### src/rtl/rr_arbiter_hold.sv
// Round-robin arbiter that locks a grant for a whole transfer, releasing on
// end-of-transfer, request drop or hold timeout, with one GAP cycle between owners.
module rr_arbiter_hold #(
  parameter int NUM_REQ  = 8,
  parameter int IDX_W    = 3,
  parameter int MAX_HOLD = 256,
  parameter int CNT_W    = 9
) (
  input  logic               clock,
  input  logic               reset,
  input  logic               qArbitEnable,
  input  logic [NUM_REQ-1:0] qvRequest,
  input  logic [NUM_REQ-1:0] qvRelease,
  output logic [NUM_REQ-1:0] qvGrant,
  output logic               qGrantValid,
  output logic [IDX_W-1:0]   qvGrantIndex,
  output logic               qHoldTimeout
);

  localparam logic [1:0] S_IDLE = 2'd0;
  localparam logic [1:0] S_HOLD = 2'd1;
  localparam logic [1:0] S_GAP  = 2'd2;

  localparam logic [CNT_W-1:0]   CNT_SAT  = {CNT_W{1'b1}};
  localparam logic [CNT_W-1:0]   CNT_ONE  = CNT_W'(1);
  localparam logic [CNT_W-1:0]   HOLD_LIM = CNT_W'(MAX_HOLD);
  localparam bit                 TMO_EN   = (MAX_HOLD != 0);
  localparam logic [IDX_W-1:0]   LAST_IDX = IDX_W'(NUM_REQ - 1);
  localparam logic [IDX_W-1:0]   IDX_ONE  = IDX_W'(1);
  localparam logic [IDX_W:0]     N_EXT    = (IDX_W+1)'(NUM_REQ);
  localparam logic [NUM_REQ-1:0] ONE_HOT0 = NUM_REQ'(1);

  logic [1:0]           r_state;
  logic [IDX_W-1:0]     r_ptr;
  logic [CNT_W-1:0]     r_cnt;
  logic [NUM_REQ-1:0]   r_grant;
  logic                 r_valid;
  logic [IDX_W-1:0]     r_idx;
  logic                 r_tmo;

  logic [2*NUM_REQ-1:0] w_rot;
  logic                 w_found;
  logic [IDX_W:0]       w_sum;
  logic [IDX_W-1:0]     w_win;
  logic                 w_own_rel;
  logic                 w_own_req;
  logic                 w_tmo;
  logic [IDX_W-1:0]     w_next_ptr;

  // Rotate requests so bit k is requester (ptr+k) mod NUM_REQ, then take the lowest set bit.
  always_comb begin
    w_rot   = {qvRequest, qvRequest} >> r_ptr;
    w_found = 1'b0;
    w_sum   = {(IDX_W+1){1'b0}};
    for (int k = 0; k < NUM_REQ; k++) begin
      if (!w_found && w_rot[k]) begin
        w_found = 1'b1;
        w_sum   = {1'b0, r_ptr} + (IDX_W+1)'(k);
      end else begin
        w_found = w_found;
      end
    end
    if (w_sum >= N_EXT) begin
      w_win = IDX_W'(w_sum - N_EXT);
    end else begin
      w_win = w_sum[IDX_W-1:0];
    end
  end

  assign w_own_rel  = |(qvRelease & r_grant);
  assign w_own_req  = |(qvRequest & r_grant);
  assign w_tmo      = TMO_EN && (r_cnt == HOLD_LIM);
  assign w_next_ptr = (r_idx == LAST_IDX) ? {IDX_W{1'b0}} : (r_idx + IDX_ONE);

  // FSM: IDLE arbitrates, HOLD keeps the grant locked, GAP forces one clean grant-low cycle.
  always_ff @(posedge clock) begin
    if (reset) begin
      r_state <= S_IDLE;
      r_ptr   <= {IDX_W{1'b0}};
      r_cnt   <= {CNT_W{1'b0}};
      r_grant <= {NUM_REQ{1'b0}};
      r_valid <= 1'b0;
      r_idx   <= {IDX_W{1'b0}};
      r_tmo   <= 1'b0;
    end else begin
      r_tmo <= 1'b0;
      case (r_state)
        S_IDLE: begin
          if (qArbitEnable && w_found) begin
            r_grant <= ONE_HOT0 << w_win;
            r_valid <= 1'b1;
            r_idx   <= w_win;
            r_cnt   <= CNT_ONE;
            r_state <= S_HOLD;
          end
        end
        S_HOLD: begin
          if (w_own_rel || !w_own_req || w_tmo) begin
            r_grant <= {NUM_REQ{1'b0}};
            r_valid <= 1'b0;
            r_ptr   <= w_next_ptr;
            r_cnt   <= {CNT_W{1'b0}};
            // A coinciding release or request drop counts as a normal end of transfer.
            r_tmo   <= w_tmo && !w_own_rel && w_own_req;
            r_state <= S_GAP;
          end else if (r_cnt != CNT_SAT) begin
            r_cnt <= r_cnt + CNT_ONE;
          end
        end
        S_GAP: begin
          r_state <= S_IDLE;
        end
        default: begin
          r_grant <= {NUM_REQ{1'b0}};
          r_valid <= 1'b0;
          r_state <= S_IDLE;
        end
      endcase
    end
  end

  assign qvGrant      = r_grant;
  assign qGrantValid  = r_valid;
  assign qvGrantIndex = r_idx;
  assign qHoldTimeout = r_tmo;

endmodule

### config.mk
export PLATFORM = sky130hd
export DESIGN_NAME = rr_arbiter_hold
export DESIGN_NICKNAME = d
export VERILOG_FILES = /design/src/rtl/rr_arbiter_hold.sv
export SDC_FILE = /design/constraint.sdc
export NUM_CORES = 1
export LEC_CHECK = 0
export CAP_MARGIN = 10
export CORE_MARGIN = 1.5
export CORE_UTILIZATION = 50
export DETAILED_ROUTE_END_ITERATION = 10
export PLACE_DENSITY = 0.73
export SYNTH_ARGS = -nofsm -noshare
export SYNTH_HDL_FRONTEND = slang
export SYNTH_SLANG_ARGS = --single-unit
### constraint.sdc
create_clock -name clock -period 3.03 [get_ports clock]
set_input_delay 0.606 -clock clock [delete_from_list [all_inputs] [get_ports clock]]
set_output_delay 0.606 -clock clock [all_outputs]
set_load 0.01 [all_outputs]
==> metrics.md, run 1 <==
| Metric | Value |
|---|---|
| Gate Count Post-Synth | `about 290` |
| CP cell instances | `clkdlybuf4s50_1 > buf_4 > mux4_2 > mux2i_1 > mux2i_1 > a32o_1 > o221a_1 > or3_4 > o32ai_1` |
| Critical Path Start | `qvRequest[1]` |
| H-tree lvl count | `1` |
| Die area | `5370 um2` |
| Port Buffer Count | `31` |
| Die width | `around 73 um` |
| Required time of the critical path | `about 3.2 ns` |
| DPL Wire Length | `5230 um` |
| Die height | `approximately 73 um` |
| Layout Nets | `378` |
| VDD IR max | `~390 uV` |
| Root Driver | `clkbuf_8` |
| CP Launch Type | `input port` |
| Clk_lat worst skew | `approximately 0.28 ns` |
| CTS buffer count | `3` |
| Num ports | `32` |
| Syn avg cell area | `approximately 8.6 um2` |
| Critical Path AT | `3.17 ns` |
| Cell area after layout | `~3200 um2` |
| Clk sinks | `27` |
| CTS tree | `yes` |
| R2R Path Start | `r_ptr[1]$_SDFFE_PP0P_` |
| Largest net degree at the start of global routing | `17` |
| Hold WS | `just over 0.5 ns` |
| Min-delay src | `qvGrant[4]$_SDFFE_PP0P_` |
| Area of the multi-input gates | `roughly 1800 um2` |
| Delay of the slowest critical-path stage | `about 0.50 ns` |
| Starting density of the core | `0.519` |
| Layout cells sized above 1 | `0.242` |
| Vias | `around 2500` |
| Syn-to-layout area delta | `30.9%` |
| Mapped Area | `approximately 2500 um2` |
| Yosys Warn Count | `0` |
| Tcrit/Tclk final | `0.987` |
| Finish-stage setup viols | `0` |
| Core Box Area | `between 4000 and 5000 um2` |
| # Max-Cap Violations | `0` |
| # fillers | `400` |
| GRT Total Usage | `0.261` |
| Worst Path Max Fanout | `4` |
| Vias in the first global route | `2409` |
| Fin crit period | `roughly 3 ns` |
| RSZ-0062 raised after global routing | `true` |
| First drt pass iteration count | `4` |
| Final Hold Viols | `0` |
| Drt drc | `0` |
| Worst min path class | `register to register` |
| Predominant post-synthesis flop cell | `dfxtp_1` |
| Status | `complete, no violations` |
| Slew HR | `0.617` |
| First-pass GRT wire length | `11200 um` |
| Post-synthesis sequential area ratio | `0.219` |
| Ys async rst share | `0` |
| Netlist cell types | `67` |
| Initial antenna violation count | `0` |
| Routability cong. | `0.914` |
| Fmax | `334 MHz` |
| Top cell by count, worst path | `mux2i_1` |
| Worst Max-Slew Pin Slew | `between 0.5 and 0.6 ns` |
| Pwr Density | `between 300 and 400 nW/um2` |
| DRT iter0 DRCs | `around 190` |
| Cell at the slowest stage of the critical path | `mux4_2` |
| Setup CP Type | `input port to register` |
| Yosys reg bits | `27` |
| Routed wire per std cell | `about 16 um` |
| Clk_skew | `0.0104 ns` |
| Dpl cell area | `3120 um2` |
| Hold_buf cts | `0` |
| Clock slew at reported path FFs | `around 0.09 ns` |
| Synthesized Nets | `between 300 and 400` |
| DRT antenna net count | `0` |
| Via density | `roughly 6` |
| Antenna diodes | `0` |
| Clock Tree Buf Depth | `2` |
| Number of synthesized flops with an enable pin | `0` |
| CP Capture Type | `register` |
| Row Count | `25` |
| Total gr overflow | `0` |
| Post-Route WL | `~6700 um` |
| Flip-flop and latch area | `roughly 540 um2` |
| Final Max Slew Viols | `0` |
| Leakage | `between 1 and 1.5 nW` |
==> cell usage after synthesis, types with 8 or more instances <==
cell type / count / share of area
a21oi_1: 14 / 0.028
mux2i_1: 21 / 0.085
a22oi_1: 9 / 0.027
dfxtp_1: 27 / 0.22
o32ai_1: 8 / 0.028
nand2_1: 17 / 0.026
inv_1: 15 / 0.023
mux4_2: 8 / 0.073
nand2b_1: 9 / 0.023
nor2_1: 26 / 0.040
o21ai_0: 10 / 0.020
==> cell type report <==
type	instances	share of cell area
well taps	67	0.0259
multi-input cells	224	0.555
flip-flops and latches	27	0.168
clock buffers	3	0.0128
inverters	16	0.0186
repair buffers	80	0.218
clock inverters	1	0.00232
==> flip-flops by register name, indices dropped and copies added, names as in the netlist <==
| signal | cells |
|---|---|
| qvGrantIndex | 3 |
| qHoldTimeout | 1 |
| r_cnt | 9 |
| qvGrant | 8 |
| r_ptr | 3 |
| r_state | 2 |
| qGrantValid | 1 |
==> power by group <==
| group | internal [mW] | switching (mW) |
|---|---|---|
| clock | 0.0935 | 0.117 |
| sequential | 0.376 | 0.0322 |
| combinational | 0.274 | 0.273 |
==> critical path, delay by kind of cell <==
family | cells | cell delay, ns
AOI/OAI and AO/OA | 3 | 0.77
buffers and inverters | 2 | 0.62
muxes | 3 | 0.81
and+or+nand+nor | 1 | 0.36
==> cell usage in the layout, fill, tap and decap left out, drive strengths merged, types with 3 or more instances in the layout <==
| master | Yosys | routed |
|---|---|---|
| ha | 7 | 7 |
| a211o | 3 | 3 |
| dlymetal6s2s | 0 | 6 |
| clkbuf | 6 | 3 |
| o21a | 3 | 3 |
| or4 | 3 | 3 |
| mux2i | 22 | 22 |
| or3 | 3 | 3 |
| clkdlybuf4s50 | 0 | 24 |
| a211oi | 4 | 4 |
| a22oi | 9 | 9 |
| nand2 | 17 | 17 |
| nor2 | 26 | 26 |
| nand4 | 4 | 4 |
| dfxtp | 27 | 27 |
| o21ai | 16 | 16 |
| nand3 | 5 | 5 |
| xnor2 | 4 | 4 |
| o31ai | 5 | 5 |
| nand2b | 9 | 9 |
| inv | 16 | 16 |
| mux2 | 9 | 9 |
| and3 | 4 | 4 |
| a21oi | 14 | 14 |
| nor3 | 6 | 6 |
| o32ai | 9 | 9 |
| mux4 | 8 | 8 |
| buf | 13 | 49 |
==> layer usage <==
metal  share of wire  GRT usage
met1            0.45      0.350
met2            0.48      0.437
met3           0.036     0.0165
met4           0.029      0.105
met5               0          0
==> kinds of logic after synthesis <==
family          Yosys count  share of synthesized area
fa+ha+maj                 7                     0.0355
buf+inv                  35                     0.0709
flops                    27                      0.219
compound gates           82                      0.244
simple gates             91                      0.202
xor+xnor                  5                     0.0177
mux                      39                      0.211
==> through the flow <==
stage	total power [mW]	util	setup TNS (ns)	std cells	setup WS, ns
6_report	1.17	0.680	0	418	0.0400
5_1_grt	1.23	0.680	-0.107	418	-0.0210
4_1_cts	1.14	0.667	0	417	0.0128
3_5_place_dp	0.935	0.657	-4.44	413	-0.314
3_3_place_gp	0.925	0.657	-3.67	413	-0.219
2_1_floorplan	0.734	-	0	286	0.281
==> path summary, 6_finish.rpt <==
| path | endpoint | slack [ns] | cells past startpoint |
|---|---|---|---|
| max | qvGrant[5]$_SDFFE_PP0P_ | 0.04 | 9 |
| min | qvGrant[4]$_SDFFE_PP0P_ | 0.50 | 2 |
| max reg2reg | qvGrant[5]$_SDFFE_PP0P_ | 0.20 | 8 |
| min reg2reg | qvGrant[4]$_SDFFE_PP0P_ | 0.50 | 2 |
==> what timing repair did <==
item,in CTS,in global routing
resized for setup,2,14
setup endpoints to repair,3,18
hold endpoints to repair,0,0
buffers inserted,0,1
pin swaps,0,1
No activity file was read; power rests on OpenSTA's default activity.
==> inputs of run 2 (changes only) <==
--- a/config.mk
+++ b/config.mk
@@ -5,6 +5,7 @@
 export SDC_FILE = /design/constraint.sdc
 export NUM_CORES = 1
 export LEC_CHECK = 0
+export ABC_AREA = 0
 export CAP_MARGIN = 10
 export CORE_MARGIN = 1.5
 export CORE_UTILIZATION = 50
==> results of run 2 <==
No change in the layout: final DEF, timing and power equal those of run 1.
